**src/rtl/fetch_unit.sv**
```systemverilog
// Instruction-fetch front end: owns the PC, issues req/gnt fetches, buffers the
// in-order responses and presents the IF-stage bundle (a NOP bubble when empty).
module fetch_unit #(
    parameter logic [31:0] RESET_PC = 32'h0000_0000,
    parameter int unsigned DEPTH    = 2
) (
    input  logic        clk,
    input  logic        rst_n,
    input  logic        stall_i,
    input  logic        redirect_valid_i,
    input  logic [31:0] redirect_pc_i,
    output logic        imem_req_o,
    output logic [31:0] imem_addr_o,
    input  logic        imem_gnt_i,
    input  logic        imem_rvalid_i,
    input  logic [31:0] imem_rdata_i,
    output logic        out_valid_o,
    output logic [31:0] out_instruction_o,
    output logic [31:0] out_pc_o,
    output logic [31:0] out_pc_plus4_o
);
    localparam int unsigned PTR_W = $clog2(DEPTH);
    localparam int unsigned CNT_W = PTR_W + 1;
    localparam int unsigned SUM_W = CNT_W + 1;
    localparam logic [31:0] NOP   = 32'h0000_0013;

    logic [31:0]      pc;
    logic [CNT_W-1:0] outstanding;
    logic [CNT_W-1:0] discard;
    logic [CNT_W-1:0] fifo_count;
    logic [PTR_W-1:0] fifo_rd;
    logic [PTR_W-1:0] fifo_wr;
    logic [PTR_W-1:0] pend_rd;
    logic [PTR_W-1:0] pend_wr;
    logic [31:0]      fifo_pc    [DEPTH];
    logic [31:0]      fifo_instr [DEPTH];
    logic [31:0]      pend_pc    [DEPTH];

    logic             fire;
    logic             rsp_keep;
    logic             fifo_pop;
    logic [CNT_W-1:0] outstanding_next;

    // Credit covers both in-flight requests and buffered words, so the FIFO cannot overflow.
    always_comb begin
        imem_req_o        = rst_n && !redirect_valid_i
                            && ((SUM_W'(outstanding) + SUM_W'(fifo_count)) < SUM_W'(DEPTH));
        imem_addr_o       = pc;
        fire              = imem_req_o && imem_gnt_i;
        rsp_keep          = imem_rvalid_i && (discard == '0) && !redirect_valid_i;
        out_valid_o       = (fifo_count != '0);
        fifo_pop          = out_valid_o && !stall_i && !redirect_valid_i;
        outstanding_next  = outstanding + CNT_W'(fire) - CNT_W'(imem_rvalid_i);
        out_instruction_o = NOP;
        out_pc_o          = '0;
        out_pc_plus4_o    = '0;
        if (out_valid_o) begin
            out_instruction_o = fifo_instr[fifo_rd];
            out_pc_o          = fifo_pc[fifo_rd];
            out_pc_plus4_o    = fifo_pc[fifo_rd] + 32'd4;
        end
    end

    // Control state: PC, credit counters and queue pointers.
    always_ff @(posedge clk) begin
        if (!rst_n) begin
            pc          <= RESET_PC;
            outstanding <= '0;
            discard     <= '0;
            fifo_count  <= '0;
            fifo_rd     <= '0;
            fifo_wr     <= '0;
            pend_rd     <= '0;
            pend_wr     <= '0;
        end else if (redirect_valid_i) begin
            // Everything still in flight after a redirect is wrong-path and must be dropped.
            pc          <= {redirect_pc_i[31:2], 2'b00};
            outstanding <= outstanding_next;
            discard     <= outstanding_next;
            fifo_count  <= '0;
            fifo_rd     <= '0;
            fifo_wr     <= '0;
            pend_rd     <= '0;
            pend_wr     <= '0;
        end else begin
            outstanding <= outstanding_next;
            if (fire) begin
                pc      <= pc + 32'd4;
                pend_wr <= pend_wr + PTR_W'(1);
            end
            if (imem_rvalid_i) begin
                if (discard != '0) begin
                    discard <= discard - CNT_W'(1);
                end else begin
                    pend_rd <= pend_rd + PTR_W'(1);
                end
            end
            if (rsp_keep) begin
                fifo_wr <= fifo_wr + PTR_W'(1);
            end
            if (fifo_pop) begin
                fifo_rd <= fifo_rd + PTR_W'(1);
            end
            fifo_count <= fifo_count + CNT_W'(rsp_keep) - CNT_W'(fifo_pop);
        end
    end

    // Payload storage; contents are only meaningful under the pointers above.
    always_ff @(posedge clk) begin
        if (fire) begin
            pend_pc[pend_wr] <= pc;
        end
        if (rsp_keep) begin
            fifo_pc[fifo_wr]    <= pend_pc[pend_rd];
            fifo_instr[fifo_wr] <= imem_rdata_i;
        end
    end

    always @(posedge clk) begin
        if (rst_n && imem_rvalid_i) begin
            assert (outstanding != '0)
                else $error("fetch_unit: imem_rvalid_i with no outstanding request");
        end
    end

endmodule

```
**config.mk**
```make
export PLATFORM = sky130hd
export DESIGN_NAME = fetch_unit
export DESIGN_NICKNAME = d
export VERILOG_FILES = /design/src/rtl/fetch_unit.sv
export SDC_FILE = /design/constraint.sdc
export NUM_CORES = 1
export LEC_CHECK = 0
export ABC_AREA = 0
export CORE_UTILIZATION = 30
export CTS_BUF_LIST = sky130_fd_sc_hd__clkbuf_8
export CTS_CLUSTER_SIZE = 8
export DETAILED_ROUTE_END_ITERATION = 10
export GPL_TIMING_DRIVEN = 0
export PLACE_DENSITY = 0.61
export SLEW_MARGIN = 20
export SYNTH_ARGS = -nofsm -noshare
export SYNTH_HDL_FRONTEND = slang
export SYNTH_SLANG_ARGS = --single-unit
```
**constraint.sdc**
```tcl
create_clock -name clk -period 4.53 [get_ports clk]
set_clock_uncertainty 0.05 [all_clocks]
set_input_delay 0.453 -clock clk [delete_from_list [all_inputs] [get_ports clk]]
set_output_delay 0.453 -clock clk [all_outputs]
set_load 0.02 [all_outputs]
```
==> After elaboration in Yosys (flattened, before gate mapping) <==
Memories as Yosys holds them, arrays and structs flattened. A register that Yosys moved wholly into a read port is not among the register bits.
Index checks and enable logic that the tools add are counted.
{ "op_classes": {"eq_ne": 0, "add_sub_neg": 12, "bitwise": 2, "shift": 0, "mul": 0, "n_mux": 18, "magnitude_cmp": 1, "div_mod_pow": 0, "reduce_logical": 18} }
{ "op_table": {"columns": ["operator", "n"], "rows": [
  ["$mux 32", 5],
  ["$add 32x3->32 const B", 2],
  ["$mux 1", 10],
  ["$reduce_bool 2->1", 5],
  ["$logic_and 1x1->1", 7],
  ["$mux 2", 3],
  ["$add 1x1->1 const B", 4],
  ["$add 2x1->2", 2],
  ["$reduce_and 2->1", 2],
  ["$sub 2x1->2", 2],
  ["$add 2x2->3", 1],
  ["$lt 3x2->1 const B", 1],
  ["$logic_not 1->1", 2],
  ["$logic_not 2->1", 1],
  ["$not 1->1", 2],
  ["$reduce_or 2->1", 1],
  ["$sub 2x1->2 const B", 1]
]} }
{ "word_totals": {"mem_bits_rw": 192, "out_inout_bits": 130, "n_memories": 3, "register_bits": 42, "rom_bits": 0, "wordCells": 63, "latchBits": 0, "inputBits": 70} }
{ "memory_table": {"columns": ["name", "depth", "word_bits", "rd", "rd_ports_with_merged_regs", "wr", "line_no", "text"], "rows": [
  ["fifo_instr", 2, 32, 1, 1, 1, "36", "logic [31:0] fifo_instr [DEPTH];"],
  ["fifo_pc", 2, 32, 1, 1, 1, "35", "logic [31:0] fifo_pc [DEPTH];"],
  ["pend_pc", 2, 32, 1, 1, 1, "37", "logic [31:0] pend_pc [DEPTH];"]
]} }

==> Logic depth before layout (Yosys ltp) <==
{ "depth": {"ltp_word": 7, "mapped_depth": 13, "mapped_depth_nobuf": 12} }

==> Least setup slack after synthesis <==
OpenSTA, ideal clock, no wires.
{ "synth_path": {"path_type": "in2reg", "start": "input redirect_valid_i", "end": "memory fifo_instr[0][0] (enable)", "n_path_buf": 0, "setup_time_ns": 0.482, "cell_stages": 3, "slack_ns": 0.648, "arrival_ns": 3.350, "required_time_ns": 3.998, "path_cell_list": "inv_1 > nand3_1 > nor2_1"} }
{ "synth_between": {"elab_chain_cells": 4} }
{ "synth_lines": {"columns": ["item", "line_no", "text"], "rows": [
  ["start, declared", "10", "input logic redirect_valid_i,"],
  ["$logic_not 1->1", "50", "rsp_keep = imem_rvalid_i && (discard == '0) && !redirect_valid_i;"],
  ["$logic_and 1x1->1", "50", null],
  ["$mux 1", "113", "if (rsp_keep) begin"],
  ["$mux 1 (not written as such)", "115", "fifo_instr[fifo_wr] <= imem_rdata_i;"],
  ["end, declared", "36", null]
]} }
No other way between the ends.

==> results.md <==
- Status: finished clean
- Iteration-0 DRC Markers: 451
- Non-Filler Instances: 1,523
- Multi-input logic area: between 3000 and 4000 sq um
- Final instance area: roughly 14,000 sq um
- Initial antenna violation count: 0
- Area after DPL: roughly 13,000 sq um
- Critical path cell sequence: buf_6, buf_6, buf_4, mux2_2, ha_1, inv_1, a211oi_2, nand3_1, o31a_1, nor3_1, clkdlybuf4s50_1
- Worst path required time: approximately 4000 ps
- Num ports: 200
- Setup TNS: 0 ps
- Drt drc: 0
- Number of nets in the layout: about 1,100
- Max-slew headroom: 31.4%
- Seq/Total Area, Yosys: 63.0%
- Synth area leaders: edfxtp_1 55%, dfxtp_1 8.3%, mux2i_1 6.1%
- CP Max Fanout: 28
- Layout fillers: 3,166
- Dominant cell type by area after synthesis: edfxtp_1
- Final setup violation count: 0
- Final hold slack: 440 ps
- Crit Path Class: flip-flop to primary output
- Number of enable flip-flop cells after synthesis: 184
- Async SR Flop Fraction: 0%
- NetSw: 1160 uW
- Die Ht: around 190 um
- Commonest non-fill, non-tap cell in the layout: clkdlybuf4s50_1
- Placer congestion estimate: 0.844
- Fraction of layout cells with a size suffix above 1: 11.8%
- Adder-Cell Fraction of Synth Area: 1.06%
- Clock root cell: clkbuf_8
- Worst setup EP type: primary output
- Leakage: 0.00443 uW
- Final core area utilization: 41.1%
- Worst path slowest cell: clkdlybuf4s50_1
- Core area: roughly 33,000 sq um
- CTS Sinks: 226
- Pint: roughly 3400 uW
- Count of state elements after synthesis: 226
- CTS tree: built
- Max-Cap Viols: 0
- Register area: 6370 sq um
- Drt first pass iters: 5
- CP startpoint kind: flip-flop
- RSZ-0062 raised after global routing: no
- Slowest stage delay, CP: between 600 and 700 ps
- DRT antenna net count: 0
- Comb power frac: a little under an eighth
- Dpl hpwl: 20.6 mm
- Synthesized area: 10,100 sq um
- Mux cell area share after synthesis: 10.0%
- HP Class: input pin to flip-flop
- TritonCTS buffer count: 39
- Grt ovf: 0
- Min Tclk post-route: ~4200 ps
- Hold Vio Cnt, Final: 0
- Warnings from Yosys: 0
- Total Wirelength: ~28 mm
- Most frequent cells in the layout: 187 x clkdlybuf4s50_1, 184 x edfxtp_1, 95 x nor2_1
- First-pass GRT wire length: around 42 mm
- Pwr per Cell Area: 341 nW/um^2
- Initial Util: around 30%
- Clk network pwr share: 36.1%
- Fraction of power spent switching nets: 25.3%
- Final Cycle Share: 92.3%
- Top-area cell type share of the netlist area: 54.7%
- Vias in the first global route: about 7,300
- Clock slew at reported path FFs: 60 ps
- Number of H-tree levels: 2
- F_max: 239 MHz
- Worst-skew pair later-pin latency: between 500 and 600 ps
- Main combinational cell family by area after synthesis: simple AND/OR/NAND/NOR gates
- Main synth FF type: edfxtp_1
- Syn avg cell area: 12.5 sq um
- Complex-gate fraction of the synthesized area: under 10%
- Cells after Synth: roughly 810
- XOR/XNOR Fraction of Synth Area: 2.25%
- Sequential share of power: 52.2%
- # diodes: 0
- Maximum clock path buffer count: 3
- GRT Util Overall: between 10% and 20%
- Total die area: 34,400 sq um
- Largest net degree at the start of global routing: 31
- Std-Cell Rows: between 60 and 70
- Worst Tran Pin Value: 1020 ps
- IO buf count: about 190
- Layout area overhead: 33.7%
- Final Max Slew Viols: 0
- Dpl cells: about 1,500
- Post-Synth Simple-Gate Area: 14.1%
- Avg WL per Cell: 18.2 um
- Crit-path leading delay family: buffers and inverters
- Via density: roughly 5
- Distinct cells, synth: 61
- Worst path bufs/invs: 5
- CP most frequent cell: buf_6
- Vias after detailed routing: 7,395
- WP data arrival: 3680 ps
- Peak supply drop: 0.164 mV
- Die width: 186 um
## power by group through the flow
| stage | clock network, uW | logic [uW] | registers (uW) |
|---|---|---|---|
| after detailed placement | 0 | 539 | 2440 |
| final | 1660 | 537 | 2400 |
| after global routing | 1800 | 581 | 2410 |
| after global placement | 0 | 511 | 2450 |
| after CTS | 1710 | 542 | 2400 |
| after floorplan | 0 | 256 | 2450 |
## metal layers
| layer | up-vias | wire [um] | part of all wire (%) | global-route usage (%) |
|---|---|---|---|---|
| li1 | 3526 | - | - | - |
| met1 | 3445 | 11900 | 43 | 20.9 |
| met2 | 376 | 12200 | 44 | 25.4 |
| met3 | 48 | 3000 | 11 | 4.58 |
| met4 | 0 | 571 | 2.1 | 4.89 |
| met5 | - | 0 | 0 | 0 |
## registers in the layout, indices dropped and copies added (netlist names), named ones only
register     flops
discard          2
pend_wr          1
pend_rd          1
fifo_rd          1
fifo_wr          1
outstanding      2
fifo_count       2
imem_addr_o     30
fifo_instr      64
fifo_pc         60
pend_pc         60
## path summary, 6_finish.rpt
kind | startpoint | endpoint | depth (start not counted) | slack, ps
worst max register to register | outstanding[0] | discard[1] | 13 | 940
worst max-delay path | flip-flop | out_pc_plus4_o[22] | 11 | 350
worst min register to register | pend_rd | flip-flop | 2 | 470
worst min-delay path | redirect_pc_i[26] | imem_addr_o[26] | 3 | 440
## repair_timing
item,in CTS,in global routing
pin swaps,1,0
resized for setup,7,0
hold buffers,0,0
endpoints found under the setup margin,13,6
setup buffers,2,0
hold endpoints to repair,0,0
## Yosys cell counts, types with 5 or more instances
| library cell | number |
|---|---|
| and4_1 | 5 |
| a22oi_1 | 6 |
| buf_2 | 11 |
| nor3_1 | 18 |
| buf_4 | 7 |
| and2_1 | 8 |
| nand4_1 | 20 |
| nand3b_1 | 7 |
| dfxtp_1 | 42 |
| mux2i_1 | 62 |
| edfxtp_1 | 184 |
| ha_1 | 7 |
| a31oi_1 | 11 |
| nand2_1 | 58 |
| o21ai_0 | 25 |
| a21oi_1 | 29 |
| xor2_1 | 11 |
| and3_1 | 12 |
| clkbuf_1 | 21 |
| inv_1 | 14 |
| nor2_1 | 98 |
| xnor2_1 | 15 |
| nor4_1 | 5 |
| mux2_2 | 35 |
| nand3_1 | 30 |
## logic make-up after synthesis
logic type	Yosys count
other cells	1
buf+inv	57
simple gates	286
compound gates	108
fa+ha+maj	8
mux	97
flops	226
xor+xnor	26
## stage by stage
step | power [uW] | worst slack, ps
global placement | 2960 | -1920
CTS | 4660 | 76.0
floorplan | 2700 | 648
finish | 4600 | 350
global route | 4800 | 91.8
detailed placement | 2980 | -162
## tightest hold or removal path, cell delays in order
cell and delay (ps):
clkdlybuf4s50_1 400, nand2_1 70, a21oi_1 50
## final cells by class
class / instances / share of cell area, %
sequential: 226 / 47.1
multi-input combinational: 531 / 26.0
timing repair buffer: 200 / 15.7
clock buffer: 42 / 4.28
tap: 442 / 4.09
buffer: 41 / 1.55
clock inverter: 27 / 0.880
inverter: 14 / 0.389
Note: power is estimated with default switching activity, not from simulation.
